## config.mk

```make
export PLATFORM = sky130hd
export DESIGN_NAME = rpeak_streamer
export DESIGN_NICKNAME = d
export VERILOG_FILES = /design/src/rtl/uart_pkg.sv /design/src/rtl/rpeak_streamer.sv
export SDC_FILE = /design/constraint.sdc
export NUM_CORES = 1
export LEC_CHECK = 0
export ABC_AREA = 0
export CORE_ASPECT_RATIO = 0.8
export CORE_MARGIN = 4
export CORE_UTILIZATION = 55
export DETAILED_ROUTE_END_ITERATION = 10
export MAX_ROUTING_LAYER = met4
export PLACE_DENSITY = 0.84
export REMOVE_ABC_BUFFERS = 1
export SYNTH_ARGS = -nofsm -noshare
export SYNTH_HDL_FRONTEND = slang
export SYNTH_SLANG_ARGS = --single-unit
```

## constraint.sdc

```tcl
create_clock -name i_clk -period 4.1 [get_ports i_clk]
set_input_delay 0.82 -clock i_clk [delete_from_list [all_inputs] [get_ports i_clk]]
set_output_delay 0.82 -clock i_clk [all_outputs]
set_load 0.01 [all_outputs]
```

## src/rtl/uart_pkg.sv

```systemverilog
// UART-side types and helpers for the R-peak frame streamer.
package uart_pkg;

    // Streamer FSM states.
    typedef enum logic [2:0] {
        ST_IDLE,
        ST_POP,
        ST_WAIT_DATA,
        ST_LOAD,
        ST_STROBE,
        ST_GUARD,
        ST_WAIT_TX,
        ST_DONE
    } streamer_state_e;

    // Default start-of-frame marker.
    localparam logic [7:0] SOF_DEFAULT = 8'hA5;

    // Frame length in bytes: SOF, seq, ceil(ctr_width/8) data bytes, checksum.
    function automatic int frame_bytes(input int ctr_width);
        return (ctr_width + 7) / 8 + 3;
    endfunction

endpackage

```

## src/rtl/rpeak_streamer.sv

```systemverilog
// Pops R-peak sample numbers from the output FIFO and sends each as a
// framed byte sequence (SOF, seq, data MSB-first, XOR checksum) to a UART.
module rpeak_streamer
    import uart_pkg::*;
#(
    parameter int         CTR_WIDTH = 32,
    parameter logic [7:0] SOF_BYTE  = SOF_DEFAULT
) (
    input  logic                 i_clk,
    input  logic                 i_rst,
    input  logic                 i_en,
    input  logic                 i_fifo_empty,
    output logic                 o_fifo_pop,
    input  logic [CTR_WIDTH-1:0] i_fifo_rdata,
    input  logic                 i_fifo_rdata_valid,
    output logic [7:0]           o_tx_data,
    output logic                 o_tx_data_valid,
    input  logic                 i_tx_busy,
    output logic                 o_busy,
    output logic                 o_frame_done,
    output logic [7:0]           o_seq
);

    localparam int NB    = (CTR_WIDTH + 7) / 8;
    localparam int FLEN  = frame_bytes(CTR_WIDTH);
    localparam int IDX_W = $clog2(FLEN);

    localparam logic [IDX_W-1:0] IDX_SOF  = '0;
    localparam logic [IDX_W-1:0] IDX_SEQ  = IDX_W'(1);
    localparam logic [IDX_W-1:0] IDX_LAST = IDX_W'(FLEN - 1);

    if (CTR_WIDTH < 8 || CTR_WIDTH > 32) begin : g_bad_width
        $error("rpeak_streamer: CTR_WIDTH must be in 8..32");
    end

    streamer_state_e  state, state_nxt;
    logic [NB*8-1:0]  shreg;
    logic [IDX_W-1:0] byte_idx;
    logic [7:0]       csum;
    logic [7:0]       tx_data;
    logic [7:0]       seq;
    logic [7:0]       cur_byte;

    // Select the frame byte addressed by byte_idx; data bytes come off the top of the shift register.
    always_comb begin
        // NOTE: every signal written here gets a default first, so no path leaves it unassigned and no latch is inferred.
        cur_byte = shreg[NB*8-1 -: 8];
        if (byte_idx == IDX_SOF) begin
            cur_byte = SOF_BYTE;
        end else if (byte_idx == IDX_SEQ) begin
            cur_byte = seq;
        end else if (byte_idx == IDX_LAST) begin
            cur_byte = csum;
        end
    end

    // Next-state logic of the frame sequencer.
    always_comb begin
        state_nxt = state;
        case (state)
            ST_IDLE:      if (i_en && !i_fifo_empty && !i_tx_busy) state_nxt = ST_POP;
            ST_POP:       state_nxt = ST_WAIT_DATA;
            ST_WAIT_DATA: if (i_fifo_rdata_valid) state_nxt = ST_LOAD;
            ST_LOAD:      state_nxt = ST_STROBE;
            ST_STROBE:    state_nxt = ST_GUARD;
            ST_GUARD:     state_nxt = ST_WAIT_TX;
            ST_WAIT_TX:   if (!i_tx_busy) state_nxt = (byte_idx == IDX_LAST) ? ST_DONE : ST_LOAD;
            ST_DONE:      state_nxt = ST_IDLE;
            default:      state_nxt = ST_IDLE;
        endcase
    end

    // State register, byte index, running checksum, output byte and sequence number.
    always_ff @(posedge i_clk) begin
        // NOTE: sequential state uses non-blocking assignments so every register samples pre-edge values.
        if (i_rst) begin
            state    <= ST_IDLE;
            byte_idx <= '0;
            csum     <= '0;
            tx_data  <= '0;
            seq      <= '0;
        end else begin
            state <= state_nxt;
            case (state)
                ST_WAIT_DATA: begin
                    if (i_fifo_rdata_valid) begin
                        byte_idx <= IDX_SOF;
                        csum     <= '0;
                    end
                end
                ST_LOAD: begin
                    tx_data <= cur_byte;
                    // Fold seq and data into the checksum as they go out, so it is ready in time.
                    if (byte_idx != IDX_SOF && byte_idx != IDX_LAST) begin
                        csum <= csum ^ cur_byte;
                    end
                end
                ST_WAIT_TX: begin
                    if (!i_tx_busy && byte_idx != IDX_LAST) begin
                        byte_idx <= byte_idx + 1'b1;
                    end
                end
                ST_DONE: seq <= seq + 8'd1;
                default: ;
            endcase
        end
    end

    // Sample shift register: loaded from the FIFO, shifted one byte after each data byte is loaded.
    always_ff @(posedge i_clk) begin
        // NOTE: no reset here; the register is always reloaded before use, and the FSM reset alone keeps it from being read.
        if (state == ST_WAIT_DATA && i_fifo_rdata_valid) begin
            shreg <= (NB*8)'(i_fifo_rdata);
        end else if (state == ST_LOAD && byte_idx > IDX_SEQ && byte_idx != IDX_LAST) begin
            shreg <= shreg << 8;
        end
    end

    // Outputs are forced low while reset is held so an aborted frame emits nothing more.
    assign o_fifo_pop      = !i_rst && (state == ST_POP);
    assign o_tx_data_valid = !i_rst && (state == ST_STROBE);
    assign o_busy          = !i_rst && (state != ST_IDLE);
    assign o_frame_done    = !i_rst && (state == ST_DONE);
    assign o_tx_data       = i_rst ? 8'h00 : tx_data;
    assign o_seq           = i_rst ? 8'h00 : seq;

endmodule
```

==> summary.md, run 1 <==
| Metric | Value |
|---|---|
| Seq/Total Area, Yosys | `between 50% and 60%` |
| Clk_skew | `slightly below 0.006 ns` |
| Crit path DAT | `between 2 and 3 ns` |
| Max Root-Sink Buffers | `2` |
| Commonest register cell after synthesis | `edfxtp_1` |
| Core Rows | `23` |
| Fin area | `3840 µm²` |
| Tot Pwr | `1.79 mW` |
| Endpoints failing setup | `0` |
| PD cells | `roughly 470 nW/µm²` |
| Per-cell routed wire length | `15.4 µm` |
| Total GRT Usage | `19.1%` |
| Die area | `6790 µm²` |
| Initial DRC Count | `76` |
| Avg Cell Area, Syn | `11.2 µm²` |
| Worst Tran Pin Value | `a little over 0.7 ns` |
| Remaining DRCs | `0` |
| Routed wire length | `approximately 6000 µm` |
| Num CTS Buffers | `9` |
| Global route total overflow | `0` |
| Post-CTS resize count | `0` |
| Area growth syn-to-layout | `26.3%` |
| Synthesized instance count | `around 270` |
| CP required | `~3.3 ns` |
| CTS H-tree depth | `3` |
| Commonest cells post-synth | `edfxtp_1, mux2_2, dfxtp_1, nor2_1, nor2b_1` |
| Port Buf Inserts | `57` |
| CTS tree | `done` |
| Vias in the first global route | `2,080` |
| Status | `finished clean` |
| Asr flop ratio synth | `0%` |
| Placed Area | `3640 µm²` |
| Netlist cell types | `43` |
| Via Count | `2,187` |
| Buffer count from post-CTS setup fixing | `0` |
| Slew Viols, Final | `0` |
| Tightest Hold Check Type | `reg2reg` |
| VDD IR max | `0.000292 V` |
| Relative slew slack | `around 52%` |
| Core Area | `5180 µm²` |
| Final antenna-violating net count | `0` |
| Max Fclk | `around 300 MHz` |
| Post-synthesis register bit count | `a little over 60` |
| GPL Wtd Cong | `0.816` |
| Number of flops mapped to enable cells by yosys | `32` |
| Initial Utilization | `58.7%` |
| Clock root buffer | `clkbuf_8` |
| Vias/cell | `5.64` |
| Largest net degree at the start of global routing | `35` |
| Layout cells sized above 1 | `15.6%` |
| LEAKAGE | `1.26 nW` |
| Area contributors post-synth | `edfxtp_1, dfxtp_1, mux2_2` |
| Global-route wire length before repair | `9780 µm` |
| Area share of the largest cell type after synthesis | `31.6%` |
| Crit path capture type | `output port` |
| Initial DRT Pass Iterations | `4` |
| Fillers | `358` |
| Max-cap viol count | `0` |
| Die Height | `approximately 75 µm` |
| Synthesized area | `3040 µm²` |
| Initial antenna violation count | `0` |
| Setup TNS | `0 ns` |
| Synth warn | `0` |
| Kind of critical path | `in2out` |
| Antenna diodes | `0` |
| Post-layout nets | `roughly 370` |
| Hold Crit Depth | `2` |
| Final min period | `3.33 ns` |
| Period utilization | `81.3%` |
| Hpwl dp | `4160 µm` |
| Total clock sinks | `62` |
| Insertion delay to the later sink of the worst-skew pair | `0.33 ns` |
| Final Hold Viols | `0` |
| RSZ-0062 raised after global routing | `no` |
| Worst setup SP type | `input pin` |
| CP max FO | `25` |
| Die Width | `91.1 µm` |
| # IOs | `58` |
| Cell count of the worst reg-to-reg path | `4` |
| Total area of multi-input combinational cells | `between 1000 and 1500 µm²` |
| Hold Buf Count CTS | `0` |
| Yosys top cell by area | `edfxtp_1` |
| Sequential Area | `1560 µm²` |
| Clock transition at path regs | `0.06 ns` |
sequential cells by signal, summed over array words and instances (netlist names):
signal / cells
state: 3
shreg: 32
csum: 8
tx_data: 8
byte_idx: 3
seq: 8
report_power, final:
| part | switching, mW | leakage, nW | internal [mW] |
|---|---|---|---|
| clock | 0.223 | 0.0974 | 0.335 |
| sequential | 0.0653 | 0.535 | 0.744 |
| combinational | 0.203 | 0.627 | 0.222 |
| total | 0.492 | 1.26 | 1.30 |
logic make-up (layout without fill, tap and decap cells):
logic type / Yosys count / count (layout) / synth area share [%]
mux: 34 / 34 / 12.5
compound gates: 58 / 58 / 12.8
xor+xnor: 6 / 6 / 1.73
flops: 62 / 62 / 51.4
simple gates: 83 / 83 / 15.8
buf+inv: 23 / 78 / 3.74
fa+ha+maj: 5 / 5 / 2.06
per-stage QoR:
step,std cells,util [%],worst slack [ns],hold WS [ns]
2_1_floorplan,251,-,-0.716,0.455
3_3_place_gp,373,70.2,0.789,0.464
3_5_place_dp,373,70.2,0.776,0.474
4_1_cts,388,74.1,0.772,0.485
5_1_grt,388,74.1,0.648,0.508
6_report,388,74.1,0.767,0.489
critical path, cell delays in order:
cell             delay (ns)
clkdlybuf4s50_1        0.72
buf_12                 0.31
nor2b_1                0.11
clkdlybuf4s50_1        0.54
layout by cell type, fill, tap and decap left out, types with 3 or more instances in the layout:
cell,instances
and2_1,8
mux2_2,32
nor3_1,4
a211oi_1,12
nand3_1,3
o21ai_0,11
xor2_1,3
inv_1,3
dfxtp_1,30
a2bb2oi_1,4
or3_1,9
clkbuf_8,9
clkdlybuf4s50_1,57
nor2_1,19
nor2b_1,19
edfxtp_1,32
nand4_1,4
nand2b_1,3
a21boi_0,5
xnor2_1,3
nand2_1,3
a21oi_1,14
a22oi_1,4
ha_1,5
nor4b_1,3
final cells by class:
cell class	instances	area share (%)
Sequential cell	62	40.7
Multi-Input combinational cell	186	36.0
Timing Repair Buffer	60	15.8
Clock buffer	10	3.32
Tap cell	62	2.02
Clock inverter	5	1.96
Inverter	3	0.293
final timing paths:
check / start / to / slack (ns)
setup reg to reg: state[0] / csum[5] / 1.86
setup / recovery: i_rst / o_tx_data[7] / 0.77
hold reg to reg: csum[1] / csum[1] / 0.49
hold / removal: csum[1] / csum[1] / 0.49
routing by layer:
| metal | routed length [µm] | up-vias | global-route usage (%) |
|---|---|---|---|
| met4 | 79 | 0 | 6.35 |
| met5 | 0 | - | - |
| li1 | - | 1100 | - |
| met3 | 396 | 9 | 7.08 |
| met1 | 2630 | 1014 | 21.8 |
| met2 | 2880 | 64 | 31.7 |
(Power assumes the default switching activity.)
==> inputs of run 2 (changes only) <==
- CORE_UTILIZATION: 55 -> 47
- PLACE_DENSITY: 0.84 -> 0.76
- clock period: 4.1 -> 2.9 ns (I/O delays scaled with it)
==> summary.md, run 2 (synthesis results as in run 1) <==
| Metric | Value |
|---|---|
| Post-CTS resize count | `0 (unchanged)` |
| Final antenna-violating net count | `0 (unchanged)` |
| Via Count | `2,190 (was 2,187)` |
| Initial antenna violation count | `0 (unchanged)` |
| Antenna diodes | `0 (unchanged)` |
| VDD IR max | `0.000324 V (was 0.000292 V)` |
| Global-route wire length before repair | `9960 µm (was 9780 µm)` |
| CP max stage delay | `0.59 ns (was 0.72 ns)` |
| Hold Buf Count CTS | `0 (unchanged)` |
| Most frequent cells in the layout | `clkdlybuf4s50_1, mux2_2, edfxtp_1 (unchanged)` |
| Routed wire length | `5900 µm (was 5990 µm)` |
| Largest net degree at the start of global routing | `41 (was 35)` |
| Port Buf Inserts | `57 (unchanged)` |
| Relative slew slack | `58.4% (was 51.9%)` |
| Initial DRT Pass Iterations | `7 (was 4)` |
| Post-layout nets | `367 (was 365)` |
| Die area | `7830 µm² (was 6790 µm²)` |
| Layout cells sized above 1 | `16.7% (was 15.6%)` |
| Register-to-Register Setup Slack | `0.75 ns (was 1.86 ns)` |
| Worst Tran Pin Value | `0.623 ns (was 0.721 ns)` |
| Slew Viols, Final | `0 (unchanged)` |
| WHS | `0.486 ns (was 0.489 ns)` |
| CTS H-tree depth | `3 (unchanged)` |
| CP required | `2.32 ns (was 3.28 ns)` |
| Total area of multi-input combinational cells | `1380 µm² (unchanged)` |
| WP buf/inv | `3 (unchanged)` |
| Insertion delay to the later sink of the worst-skew pair | `0.35 ns (was 0.33 ns)` |
| Remaining DRCs | `0 (unchanged)` |
| RSZ-0062 raised after global routing | `no (unchanged)` |
| Max FFs per register | `32 (unchanged)` |
| Fin area | `3850 µm² (was 3840 µm²)` |
| Setup TNS | `0 ns (unchanged)` |
| CTS tree | `done (unchanged)` |
| Die Height | `79.9 µm (was 74.5 µm)` |
| Die Width | `97.9 µm (was 91.1 µm)` |
| Core Area | `6100 µm² (was 5180 µm²)` |
| Tightest Hold Check Type | `reg2reg (unchanged)` |
| PD cells | `621 nW/µm² (was 467 nW/µm²)` |
| Vias in the first global route | `2,095 (was 2,080)` |
| Vias/cell | `5.34 (was 5.64)` |
| Max Root-Sink Buffers | `2 (unchanged)` |
| Final Hold Viols | `0 (unchanged)` |
| Status | `finished clean (unchanged)` |
| Total clock sinks | `62 (unchanged)` |
| CP startpoint | `i_rst (unchanged)` |
| Clock root buffer | `clkbuf_8 (unchanged)` |
| Clk_skew | `0.00779 ns (was 0.00583 ns)` |
| Commonest non-fill, non-tap cell in the layout | `clkdlybuf4s50_1 (unchanged)` |
| RR Startpoint | `byte_idx[0] (was state[0])` |
| Delay-heaviest family, CP | `buffers and inverters (unchanged)` |
| Crit path DAT | `2.09 ns (was 2.51 ns)` |
| Hpwl dp | `4100 µm (was 4160 µm)` |
| Period utilization | `92.0%` |
| Most common cell type on the critical path | `clkdlybuf4s50_1 (unchanged)` |
| # IOs | `58 (unchanged)` |
| Kind of critical path | `in2out (unchanged)` |
| LEAKAGE | `1.25 nW (was 1.26 nW)` |
| Crit path cell chain | `clkdlybuf4s50_1 -> buf_12 -> nor4b_1 -> clkdlybuf4s50_1 (was clkdlybuf4s50_1 -> buf_12 -> nor2b_1 -> clkdlybuf4s50_1)` |
| Slowest-stage cell, CP | `clkdlybuf4s50_1 (unchanged)` |
| Initial Utilization | `49.8% (was 58.7%)` |
| Top reg by flops | `shreg (unchanged)` |
| Max-cap viol count | `0 (unchanged)` |
| Num CTS Buffers | `9 (unchanged)` |
| Crit path capture type | `output port (unchanged)` |
| Global route total overflow | `0 (unchanged)` |
| Buffer count from post-CTS setup fixing | `0 (unchanged)` |
| Core Rows | `25 (was 23)` |
| Final min period | `roughly 2.7 ns` |
| Fillers | `508 (was 358)` |
| Endpoints failing setup | `0 (unchanged)` |
| Sequential Area | `1560 µm² (unchanged)` |
| Placed Area | `3690 µm² (was 3640 µm²)` |
| Hold wc startpoint | `csum[1] (unchanged)` |
| Total GRT Usage | `16.5% (was 19.1%)` |
| Initial DRC Count | `76 (unchanged)` |
| CP max FO | `40 (was 25)` |
| Area growth syn-to-layout | `26.7% (was 26.3%)` |
| Clock transition at path regs | `0.06 ns (about the same)` |
| Max Fclk | `375 MHz` |
| Per-cell routed wire length | `14.4 µm (was 15.4 µm)` |
| GPL Wtd Cong | `0.851 (was 0.816)` |
| Worst setup SP type | `input pin (unchanged)` |
-- run 2: cell type report --
cell class              instances  area share [%]
repair buffers                 62            16.4
clock inverters                 6            1.01
inverters                       3           0.292
well taps                      81            2.63
flip-flops and latches         62            40.5
multi-input cells             186            35.8
clock buffers                  10            3.31
-- run 2: tightest hold or removal path, cell delays in order, from the launching register on --
cell     delay, ns
dfxtp_1       0.31
o21ai_0       0.07
a21oi_1       0.06
-- run 2: metrics by stage --
| stage | setup slack [ns] | util, % | power (mW) | cells |
|---|---|---|---|---|
| after global placement | 0.273 | 60.5 | 1.76 | 394 |
| after global routing | 0.171 | 63.2 | 2.54 | 410 |
| after detailed placement | 0.239 | 60.5 | 1.78 | 394 |
| after CTS | 0.226 | 63.2 | 2.42 | 410 |
| after floorplan | -1.68 | - | 1.54 | 251 |
| final | 0.232 | 63.2 | 2.39 | 410 |
-- run 2: report_power, final --
part | internal, mW | switching, mW
Clock | 0.304 | 0.334
Sequential | 1.05 | 0.0933
Combinational | 0.326 | 0.285
Total | 1.68 | 0.713
-- run 2: per-layer routing --
metal	GRT usage [%]	share of wire, %
met1	19.4	44
met2	25.5	46
met3	6.29	8.0
met4	7.47	1.8
met5	-	0
-- run 2: worst paths after layout --
path | to | cells past startpoint
setup / recovery | o_tx_data_valid | 4
hold / removal | csum[1] | 2
setup reg to reg | state[2] | 6
hold reg to reg | csum[1] | 2
==> inputs of run 3 (changes only) <==
- CORE_UTILIZATION: 47 -> 55
- DONT_BUFFER_PORTS: not set -> 1
- PLACE_DENSITY: 0.76 -> 0.73
==> summary.md, run 3 (synthesis results as in run 1) <==
| Metric | Value |
|---|---|
| Status | `finished clean (unchanged)` |
| Fillers | `425 (was 508)` |
| Largest net degree at the start of global routing | `41 (unchanged)` |
| Fin area | `3280 µm² (was 3850 µm²)` |
| RSZ-0062 raised after global routing | `no (unchanged)` |
| Clock root buffer | `clkbuf_8 (unchanged)` |
| Slowest-stage cell, CP | `dfxtp_1 (was clkdlybuf4s50_1)` |
| Layout cells sized above 1 | `20.4% (was 16.7%)` |
| Sequential Area | `1560 µm² (unchanged)` |
| CP required | `2.32 ns (about the same)` |
| Per-cell routed wire length | `16.6 µm (was 14.4 µm)` |
| Max-cap viol count | `0 (unchanged)` |
| Hold Buf Count CTS | `0 (unchanged)` |
| Hold Crit Endpoint | `seq[3] (was csum[1])` |
| Max FFs per register | `32 (unchanged)` |
| Clk_skew | `0.0104 ns (was 0.00779 ns)` |
| Core Rows | `23 (was 25)` |
| Max Fclk | `478 MHz (was 375 MHz)` |
| WP buf/inv | `0 (was 3)` |
| CP max stage delay | `0.59 ns (about the same)` |
| LEAKAGE | `1.06 nW (was 1.25 nW)` |
| Placed Area | `3050 µm² (was 3690 µm²)` |
| RR Startpoint | `byte_idx[0] (unchanged)` |
| Most frequent cells in the layout | `mux2_2, edfxtp_1, dfxtp_1 (was clkdlybuf4s50_1, mux2_2, edfxtp_1)` |
| Hold wc startpoint | `i_rst (was csum[1])` |
| Crit path capture type | `output port (unchanged)` |
| Setup TNS | `0 ns (unchanged)` |
| Antenna diodes | `0 (unchanged)` |
| Top reg by flops | `shreg (unchanged)` |
| Slew Viols, Final | `0 (unchanged)` |
| Crit path DAT | `1.51 ns (was 2.09 ns)` |
| Period utilization | `72.2% (was 92.0%)` |
| Hold Crit Depth | `1 (was 2)` |
| Vias/cell | `5.88 (was 5.34)` |
| Initial DRC Count | `117 (was 76)` |
| Die area | `6790 µm² (was 7830 µm²)` |
| RR Endpoint | `state[2] (unchanged)` |
| CTS H-tree depth | `3 (unchanged)` |
| CP max FO | `13 (was 40)` |
| Non-filler cells, final | `332 (was 410)` |
| Worst setup SP type | `register (was input pin)` |
| Crit path cell chain | `nand3_1 -> nor2_1 (was clkdlybuf4s50_1 -> buf_12 -> nor4b_1 -> clkdlybuf4s50_1)` |
| Relative slew slack | `61.3% (was 58.4%)` |
| Final min period | `2.09 ns (was 2.67 ns)` |
| Final antenna-violating net count | `0 (unchanged)` |
| Die Width | `91.1 µm (was 97.9 µm)` |
| Cell count of the worst reg-to-reg path | `6 (unchanged)` |
| Initial DRT Pass Iterations | `6 (was 7)` |
| Final Hold Viols | `0 (unchanged)` |
| Global route total overflow | `0 (unchanged)` |
| Post-layout nets | `308 (was 367)` |
| Insertion delay to the later sink of the worst-skew pair | `0.35 ns (about the same)` |
| Dpl cells | `316 (was 394)` |
| WHS | `0.310 ns (was 0.486 ns)` |
| Delay-heaviest family, CP | `flip-flops (was buffers and inverters)` |
| Post-CTS resize count | `0 (unchanged)` |
| Kind of critical path | `reg2out (was in2out)` |
| Initial Utilization | `58.7% (was 49.8%)` |
| Max Root-Sink Buffers | `2 (unchanged)` |
| PD cells | `760 nW/µm² (was 621 nW/µm²)` |
| Via Count | `1,953 (was 2,190)` |
| VDD IR max | `0.000433 V (was 0.000324 V)` |
| Total GRT Usage | `18.2% (was 16.5%)` |
| Endpoints failing setup | `0 (unchanged)` |
| Die Height | `74.5 µm (was 79.9 µm)` |
| Register-to-Register Setup Slack | `0.83 ns (was 0.75 ns)` |
| Port Buf Inserts | `0 (was 57)` |
| Worst Tran Pin Value | `0.580 ns (was 0.623 ns)` |
| CTS tree | `done (unchanged)` |
| Hpwl dp | `3770 µm (was 4100 µm)` |
| Core Area | `5180 µm² (was 6100 µm²)` |
| Remaining DRCs | `0 (unchanged)` |
| Buffer count from post-CTS setup fixing | `0 (unchanged)` |
| Tightest Hold Check Type | `in2reg (was reg2reg)` |
| # IOs | `58 (unchanged)` |
| Final core occ | `63.3% (was 63.2%)` |
| Total area of multi-input combinational cells | `1380 µm² (unchanged)` |
| Num CTS Buffers | `9 (unchanged)` |
| Initial antenna violation count | `0 (unchanged)` |
| Vias in the first global route | `1,826 (was 2,095)` |
| Total clock sinks | `62 (unchanged)` |
| Global-route wire length before repair | `9140 µm (was 9960 µm)` |
| Routed wire length | `5500 µm (was 5900 µm)` |
| Area growth syn-to-layout | `7.90% (was 26.7%)` |
| GPL Wtd Cong | `0.783 (was 0.851)` |
| Clock transition at path regs | `0.07 ns (was 0.06 ns)` |
## run 3: power by group
part | total, mW | switching, mW | internal (mW)
Combinational | 0.497 | 0.261 | 0.236
Clock | 0.855 | 0.360 | 0.495
Sequential | 1.14 | 0.0906 | 1.05
## run 3: worst max path at each step
stage	startpoint	endpoint	depth (start not counted)
2_1_floorplan	i_fifo_rdata_valid	shreg[0]	2
3_3_place_gp	byte_idx[1]	shreg[2]	6
3_5_place_dp	byte_idx[0]	state[2]	6
4_1_cts	state[0]	o_frame_done	2
5_1_grt	state[0]	o_frame_done	2
6_report	state[0]	o_frame_done	2
## run 3: metrics by stage
step                      power (mW)  worst slack (ns)
after CTS                       2.52             0.797
after global placement          1.64             0.963
after detailed placement        1.66             0.846
after global routing            2.64             0.639
final                           2.49             0.807
after floorplan                 1.54             -1.68
## run 3: routing by layer
metal / wire length, µm / up-vias / track usage (%)
li1: - / 984 / -
met1: 2630 / 917 / 23.3
met2: 2440 / 46 / 24.9
met3: 375 / 6 / 9.40
met4: 58 / 0 / 6.02
met5: 0 / - / -
## run 3: cell type report
class / count / share of cell area, %
Multi-Input combinational cell: 186 / 42.1
Inverter: 3 / 0.343
Sequential cell: 62 / 47.6
Clock inverter: 7 / 3.17
Clock buffer: 9 / 3.78
Timing Repair Buffer: 3 / 0.686
Tap cell: 62 / 2.36
